**src/rtl/fifo_pop_streamer_pkg.sv**
```systemverilog
// Shared definitions for the FIFO read-side streamer: FIFO geometry, word
// type, default burst length and the pop-admission rule.
package fifo_pkg;

  localparam int FIFO_W    = 32;
  localparam int FIFO_D    = 8;
  localparam int BURST_LEN = 4;

  typedef logic [FIFO_W-1:0] fifo_word_t;

  // A new pop is admitted when the words already committed (buffered plus
  // in flight) leave room in the 2-entry buffer, counting a slot that frees
  // up this cycle because the sink takes the head word.
  function automatic logic pop_allowed(input logic [1:0] pending, input logic fire);
    return (pending <= 2'd1) | ((pending == 2'd2) & fire);
  endfunction

endpackage

```
**src/rtl/fifo_pop_streamer_if.sv**
```systemverilog
// Bundle of the FIFO pop side and the downstream valid/ready stream.
// master: the streamer (drives pop_en and the stream outputs).
// slave:  the FIFO plus the stream sink seen as one environment.
interface fifo_pop_streamer_if #(
  parameter int fifo_w = fifo_pkg::FIFO_W
);

  logic              fifo_empty;
  logic [fifo_w-1:0] fifo_dout;
  logic              pop_en;
  logic              out_valid;
  logic              out_ready;
  logic [fifo_w-1:0] out_data;
  logic              out_last;

  modport master (
    input  fifo_empty,
    input  fifo_dout,
    input  out_ready,
    output pop_en,
    output out_valid,
    output out_data,
    output out_last
  );

  modport slave (
    output fifo_empty,
    output fifo_dout,
    output out_ready,
    input  pop_en,
    input  out_valid,
    input  out_data,
    input  out_last
  );

endinterface

```
**src/rtl/fifo_pop_streamer_stream_out_buf.sv**
```systemverilog
// Two-entry strict-order skid buffer that absorbs the FIFO read latency.
// A write and a read may land on the same edge at any occupancy; the caller
// guarantees it never writes into a full buffer without also reading.
module stream_out_buf import fifo_pkg::*; #(
  parameter int fifo_w = FIFO_W
) (
  input  logic              clk,
  input  logic              rst,
  input  logic              wr_en,
  input  logic [fifo_w-1:0] wr_data,
  input  logic              rd_en,
  output logic [fifo_w-1:0] rd_data,
  output logic [1:0]        occ
);

  logic [fifo_w-1:0] mem [2];
  logic              wr_ptr;
  logic              rd_ptr;

  // Pointer and occupancy bookkeeping; the only reset state in the buffer
  always_ff @(posedge clk) begin
    if (rst) begin
      wr_ptr <= 1'b0;
      rd_ptr <= 1'b0;
      occ    <= 2'd0;
    end else begin
      if (wr_en) wr_ptr <= ~wr_ptr;
      if (rd_en) rd_ptr <= ~rd_ptr;
      occ <= occ + {1'b0, wr_en} - {1'b0, rd_en};
    end
  end

  // Word storage; contents are only observed while occ is non-zero
  always_ff @(posedge clk) begin
    if (wr_en) mem[wr_ptr] <= wr_data;
  end

  assign rd_data = mem[rd_ptr];

endmodule

```
**src/rtl/fifo_pop_streamer.sv**
```systemverilog
// Read-side consumer for the synchronous FIFO. Pops words, absorbs the
// one-cycle read latency in a 2-entry buffer and presents them on a
// valid/ready stream at one word per cycle, flagging every burst_len-th
// word with out_last and counting accepted words.
module fifo_pop_streamer import fifo_pkg::*; #(
  parameter int fifo_w    = FIFO_W,
  parameter int burst_len = BURST_LEN,
  parameter int cnt_w     = 16
) (
  input  logic                clk,
  input  logic                rst,
  input  logic                en,
  fifo_pop_streamer_if.master bus,
  output logic [cnt_w-1:0]    words_sent
);

  localparam int                BEAT_W   = (burst_len > 1) ? $clog2(burst_len) : 1;
  localparam logic [BEAT_W-1:0] BEAT_MAX = BEAT_W'(burst_len - 1);

  logic              inflight;
  logic [1:0]        occ;
  logic [1:0]        pending;
  logic              fire;
  logic [BEAT_W-1:0] beat;
  logic [fifo_w-1:0] head;

  // ---- stage 0: pop request (combinational, includes out_ready -> pop_en) ----
  assign fire       = bus.out_valid & bus.out_ready;
  assign pending    = occ + {1'b0, inflight};
  assign bus.pop_en = ~rst & en & ~bus.fifo_empty & pop_allowed(pending, fire);

  // A pop issued at this edge delivers its word on fifo_dout next cycle
  always_ff @(posedge clk) begin
    if (rst) inflight <= 1'b0;
    else     inflight <= bus.pop_en;
  end

  // ---- stage 1: capture the popped word into the output buffer ----
  stream_out_buf #(
    .fifo_w (fifo_w)
  ) u_out_buf (
    .clk     (clk),
    .rst     (rst),
    .wr_en   (inflight),
    .wr_data (bus.fifo_dout),
    .rd_en   (fire),
    .rd_data (head),
    .occ     (occ)
  );

  // ---- stage 2: stream presentation ----
  assign bus.out_valid = (occ != 2'd0);
  assign bus.out_data  = bus.out_valid ? head : '0;
  assign bus.out_last  = bus.out_valid & (beat == BEAT_MAX);

  // Burst position and transfer count advance on every accepted word
  always_ff @(posedge clk) begin
    if (rst) begin
      beat       <= '0;
      words_sent <= '0;
    end else if (fire) begin
      beat       <= (beat == BEAT_MAX) ? '0 : beat + 1'b1;
      words_sent <= words_sent + 1'b1;
    end
  end

endmodule

```
**src/flat_wrapper.sv**
```systemverilog
// flat-port wrapper written by rule: the top's interface ports become plain ports
module fifo_pop_streamer_flat import fifo_pkg::*;
#(
  parameter int fifo_w    = FIFO_W,
  parameter int burst_len = BURST_LEN,
  parameter int cnt_w     = 16
)
  (clk, rst, en, words_sent, bus_fifo_empty, bus_fifo_dout, bus_out_ready, bus_pop_en, bus_out_valid, bus_out_data, bus_out_last);
  fifo_pop_streamer_if #(.fifo_w(fifo_w)) bus_i ();
  input  logic clk;
  input  logic rst;
  input  logic en;
  output logic [cnt_w-1:0] words_sent;
  input wire logic [$bits(bus_i.fifo_empty)-1:0] bus_fifo_empty;
  input wire logic [$bits(bus_i.fifo_dout)-1:0] bus_fifo_dout;
  input wire logic [$bits(bus_i.out_ready)-1:0] bus_out_ready;
  output wire logic [$bits(bus_i.pop_en)-1:0] bus_pop_en;
  output wire logic [$bits(bus_i.out_valid)-1:0] bus_out_valid;
  output wire logic [$bits(bus_i.out_data)-1:0] bus_out_data;
  output wire logic [$bits(bus_i.out_last)-1:0] bus_out_last;
  assign bus_i.fifo_empty = bus_fifo_empty;
  assign bus_i.fifo_dout = bus_fifo_dout;
  assign bus_i.out_ready = bus_out_ready;
  assign bus_pop_en = bus_i.pop_en;
  assign bus_out_valid = bus_i.out_valid;
  assign bus_out_data = bus_i.out_data;
  assign bus_out_last = bus_i.out_last;
  fifo_pop_streamer #(.fifo_w(fifo_w), .burst_len(burst_len), .cnt_w(cnt_w)) u_core (.clk(clk), .rst(rst), .en(en), .bus(bus_i), .words_sent(words_sent));
endmodule
```
**config.mk**
```make
export PLATFORM = sky130hd
export DESIGN_NAME = fifo_pop_streamer_flat
export DESIGN_NICKNAME = d
export VERILOG_FILES = /design/src/rtl/fifo_pop_streamer_pkg.sv /design/src/rtl/fifo_pop_streamer_if.sv /design/src/rtl/fifo_pop_streamer_stream_out_buf.sv /design/src/rtl/fifo_pop_streamer.sv /design/src/flat_wrapper.sv
export SDC_FILE = /design/constraint.sdc
export NUM_CORES = 1
export LEC_CHECK = 0
export ABC_AREA = 0
export CELL_PAD_IN_SITES_DETAIL_PLACEMENT = 1
export CELL_PAD_IN_SITES_GLOBAL_PLACEMENT = 1
export CORE_MARGIN = 8
export CORE_UTILIZATION = 42
export DETAILED_ROUTE_END_ITERATION = 8
export PLACE_DENSITY = 0.86
export SETUP_SLACK_MARGIN = 0.4
export SLEW_MARGIN = 20
export SYNTH_ARGS = -nofsm -noshare
export SYNTH_HDL_FRONTEND = slang
export SYNTH_SLANG_ARGS = --single-unit
```
**constraint.sdc**
```tcl
create_clock -name clk -period 3.9 [get_ports clk]
set_input_delay 0.78 -clock clk [delete_from_list [all_inputs] [get_ports clk]]
set_output_delay 0.78 -clock clk [all_outputs]
set_load 0.01 [all_outputs]
```
Word-level counts from Yosys, hierarchy flattened
Memory sizes are Yosys's and may differ from the RTL's. A register that Yosys moved wholly into a read port is not among the register bits.
Index checks and enable logic that the tools add are counted.
{"block": "totals", "input_bits": 37, "ramBits": 64, "regBits": 23, "elab_cells": 32, "out_inout_bits": 51, "n_memories": 1}
{"memory": "u_core.u_out_buf.mem", "words": 2, "word_bits": 32, "read_ports": 1, "rd_clocked_by_memory_dff": 1, "write_ports": 1, "line_no": "fifo_pop_streamer_stream_out_buf.sv:16", "text": "logic [fifo_w-1:0] mem [2];"}
{"block": "classes", "order_cmp": 1, "n_addsub": 4, "bitwise": 11, "eq_ne": 2, "mux": 6, "reduce_logical": 1}
{"operator": "$mux W32", "n": 1}
{"operator": "$add A16 B1 Y16 const B", "n": 1}
{"operator": "$and A1 B1 Y1", "n": 6}
{"operator": "$eq A2 B2 Y1 const B", "n": 2}
{"operator": "$mux W1", "n": 4}
{"operator": "$not A1 Y1", "n": 4}
{"operator": "$add A2 B1 Y2", "n": 1}
{"operator": "$add A2 B1 Y2 const B", "n": 1}
{"operator": "$le A2 B1 Y1 const B", "n": 1}
{"operator": "$mux W2", "n": 1}
{"operator": "$reduce_bool A2 Y1", "n": 1}
{"operator": "$sub A2 B1 Y2", "n": 1}
{"operator": "$or A1 B1 Y1", "n": 1}

Logic depth before layout (Yosys ltp)
{"block": "depth", "depth_word": 5, "ltp_mapped": 5, "depth_no_buf": 5}

Modules after synthesis
Synthesis repeated with hierarchy kept, for this count alone.
{"block": "hier_totals", "hier_cells": 256, "area_unflattened_um2": 3774.9}
{"mod": "stream_out_buf", "n_inst": 1, "cells_each": 119, "seq_area_each_um2": 2021.9, "area_each_um2": 2670.1}
{"mod": "fifo_pop_streamer", "n_inst": 1, "cells_each": 137, "seq_area_each_um2": 380.4, "area_each_um2": 1104.8}

Least setup slack after synthesis
OpenSTA, ideal clock, no wires.
{"block": "synth_timing", "kind": "reg-to-reg", "startpoint": "register u_core.inflight", "endpoint": "memory u_core.u_out_buf.mem[0][0] (netlist bit) (enable)", "setup_time_ps": 425, "arrival_ps": 1830, "synth_period_minus_slack_ps": 2255, "n_path_buf": 0, "required_time_ps": 3475, "path_stages_with_launch": 2, "setup_slack_ps": 1645, "path_cell_list": "dfxtp_1 > nor2b_1"}
{"block": "synth_via", "elab_chain_cells": 2}
{"item": "start, declared", "line_no": "fifo_pop_streamer.sv:20", "text": "logic inflight;"}
{"item": "start signal, assigned", "line_no": "fifo_pop_streamer.sv:35", "text": "else inflight <= bus.pop_en;"}
{"item": "$mux W1", "line_no": "fifo_pop_streamer_stream_out_buf.sv:35", "text": "if (wr_en) mem[wr_ptr] <= wr_data;"}
{"item": "$mux W1 (not written as such)", "line_no": "fifo_pop_streamer_stream_out_buf.sv:35"}
{"item": "end, declared", "line_no": "fifo_pop_streamer_stream_out_buf.sv:16"}
No other way between the ends.

Final worst setup path
{"block": "layout_timing", "startpoint": "input bus_out_ready", "endpoint": "output bus_pop_en"}
{"block": "layout_via", "elab_chain_cells": 4}
{"item": "start, declared", "line_no": "flat_wrapper.sv:16", "text": "input wire logic [$bits(bus_i.out_ready)-1:0] bus_out_ready;"}
{"item": "$and A1 B1 Y1", "line_no": "fifo_pop_streamer.sv:28", "text": "assign fire = bus.out_valid & bus.out_ready;"}
{"item": "$and A1 B1 Y1", "line_no": "fifo_pop_streamer_pkg.sv:15", "text": "return (pending <= 2'd1) | ((pending == 2'd2) & fire);"}
{"item": "$or A1 B1 Y1", "line_no": "fifo_pop_streamer_pkg.sv:15"}
{"item": "$and A1 B1 Y1", "line_no": "fifo_pop_streamer.sv:30", "text": "assign bus.pop_en = ~rst & en & ~bus.fifo_empty & pop_allowed(pending, fire);"}
{"item": "end, declared", "line_no": "flat_wrapper.sv:17", "text": "output wire logic [$bits(bus_i.pop_en)-1:0] bus_pop_en;"}
No other way between the ends.

==> metrics <==
syn nets=~300; Setup Fix Bufs, Post-CTS=0; Final Skew=about 0.0092 ns; Longest Clk Path Bufs=2; min Tclk post-route=approximately 3.4 ns; register area share after synthesis=a little over two thirds; Slew Limit Fails=0; maximum vdd drop=between 0.2 and 0.25 mV; CP Cell Sequence=clkdlybuf4s50_1 -> o21ai_0 -> o21ai_0 -> and3_1 -> clkdlybuf4s50_1; Synth area leaders=edfxtp_1, dfxtp_1, mux2i_1, nor2_1, xnor2_1; critical path required time=~3.1 ns; CP peak stage delay=between 0.5 and 0.6 ns; antenna viol nets, final=0; die width=about 110 µm; yosys warns=0; nets=390; cell accounting for the most synthesized area=edfxtp_1; Post-synth EDFFs=64; diodes inserted=0; ys async rst share=0%; cell area after synthesis=about 3400 µm²; element type at the critical path end=primary output; Area Growth Syn to Fin=35.15%; Ports=around 90; Layout Utilization=57.61%; Avg WL per Cell=17.24 µm; RSZ-0062 raised after global routing=false; CTS Hold Bufs=0; Slew HR=between 30% and 40%; PwrDens=roughly 560 nW/µm²; Pleak=1.540 nW; mean area per synthesized cell=about 14 µm²; I/O Buffers=between 80 and 90; largest net degree at the start of global routing=33; Hold WC Path Type=flop to flop; TritonCTS Buffers=9; post-synth top area share=a little under three fifths; post-synth cell types=30; Max Cap Viol=0; Design Power=2.593 mW; share of layout cells above drive strength 1=roughly 8%; Fmax=0.2970 GHz; Final Hold Fails=0; Worst-Skew Late Latency=about 0.35 ns; Clock Sinks=88; vias per cell=4.987; total track usage=between 10% and 20%; clk slew on worst S/H paths=approximately 0.080 ns; Placer Congestion=slightly above 0.7; H-tree depth=3; Fin Setup TNS=0 ns; Worst path slowest cell=clkdlybuf4s50_1; post-synthesis cell count=about 260; Arrival @ worst endpoint=2.59 ns; post-cts gate resize count=0; Die Ht=around 110 µm; Std-Cell Rows=33; #FFs+latches synth=just under 90; CP Class=primary input to primary output; first-pass GRT wire length=12.69 mm; vias in the first global route=2,545; Primary FF master, synth=edfxtp_1; GR Overflow Total=0; Core Area=between 8000 and 9000 µm²; TritonCTS clock tree=built; Routed WL=just under 8 mm; CP startpoint kind=primary input; final number of setup-violating endpoints=0; HPWL after DPL=5.692 mm; drt pass-1 iters=4; total number of vias=2,289; Iteration-0 DRC Markers=68; Fin Hold WS=approximately 0.48 ns; worst-path maximum fanout=6; Residual DRC=0; Starting Density=42.63%; initial antenna violation count=0; status=finished, final reports clean; Slew @ Worst Pin=approximately 0.94 ns; Tcrit/Tclk final=between 80% and 90%; die area=around 11,000 µm²; root buffer cell=clkbuf_8
cell usage in the layout, fill, tap and decap left out, types with 4 or more instances in the layout:
master,synthesis,routed
clkbuf_8,0,9
xor2_1,5,5
nand2_1,10,10
o21ai_0,5,5
mux2i_1,32,32
nand4_1,4,4
xnor2_1,9,9
inv_1,7,7
a21oi_1,8,8
buf_4,0,5
ha_1,4,4
clkdlybuf4s50_1,0,87
dfxtp_1,24,23
edfxtp_1,64,64
nor2_1,50,49
final cells by class:
cell class,instances,area (µm²)
multi-input combinational,150,993.5
clock buffer,9,123.9
clock inverter,7,71.32
inverter,8,30.03
tap,105,131.4
timing repair buffer,92,908.4
sequential,88,2404
fill,810,3431
stage by stage:
stage | setup slack (ns) | cell area [µm²] | cells
3_3_place_gp | 0.5531 | 4467 | 443
5_1_grt | 0.4152 | 4662 | 459
6_report | 0.5335 | 4662 | 459
4_1_cts | 0.5218 | 4662 | 459
3_5_place_dp | 0.5458 | 4467 | 443
2_1_floorplan | 1.645 | 3450 | 255
final timing paths:
check,slack [ns],cells past startpoint,endpoint,startpoint
worst max register to register,1.91,5,u_core.u_out_buf.occ[1]$_SDFF_PP0_,u_core.u_out_buf.occ[1]$_SDFF_PP0_
worst min-delay path,0.48,2,u_core.beat[1]$_SDFFE_PP0P_,u_core.beat[1]$_SDFFE_PP0P_
worst max-delay path,0.53,5,bus_pop_en,bus_out_ready
worst min register to register,0.48,2,u_core.beat[1]$_SDFFE_PP0P_,u_core.beat[1]$_SDFFE_PP0P_
metal layers:
metal	up-vias	global-route usage (%)	share of wire, %
met5	-	0	0
met3	8	4.379	5.4
met2	56	25.80	52
li1	1097	-	-
met1	1128	15.57	42
met4	0	4.824	1.2
power breakdown:
part / internal (mW) / switching (mW)
logic: 0.447 / 0.404
registers: 1.06 / 0.0596
clock network: 0.296 / 0.323
total: 1.81 / 0.787
cell usage after synthesis (3+ instances only):
| cell | n |
|---|---|
| or3_1 | 3 |
| xnor2_1 | 9 |
| ha_1 | 4 |
| o21ai_0 | 5 |
| inv_1 | 7 |
| edfxtp_1 | 64 |
| clkbuf_1 | 6 |
| mux2i_1 | 32 |
| nor3_1 | 3 |
| and3_1 | 3 |
| nand2_1 | 10 |
| nand4_1 | 4 |
| nor2_1 | 50 |
| dfxtp_1 | 24 |
| buf_1 | 3 |
| a21oi_1 | 8 |
| xor2_1 | 5 |
worst max-delay path, delay by kind of cell:
family | cells | cell delay (ns)
buffers and inverters | 2 | 1.06
AOI/OAI and AO/OA | 2 | 0.54
and+or+nand+nor | 1 | 0.21
registers in the layout, indices dropped and copies added, names as in the netlist, named ones only:
signal                   count
u_core.words_sent           16
u_core.u_out_buf.rd_ptr      1
u_core.inflight              1
u_core.u_out_buf.occ         2
u_core.u_out_buf.wr_ptr      1
u_core.u_out_buf.mem        64
u_core.beat                  2
cell families after synthesis:
logic type	share of synthesized area [%]
AND/OR/NAND/NOR	11.28
XOR/XNOR	3.555
buffers and inverters	1.850
flip-flops	69.64
multiplexers	9.286
adder cells (fa/ha/maj)	1.451
AO/OA/AOI/OAI	2.938
No activity file was read; power rests on OpenSTA's default activity.
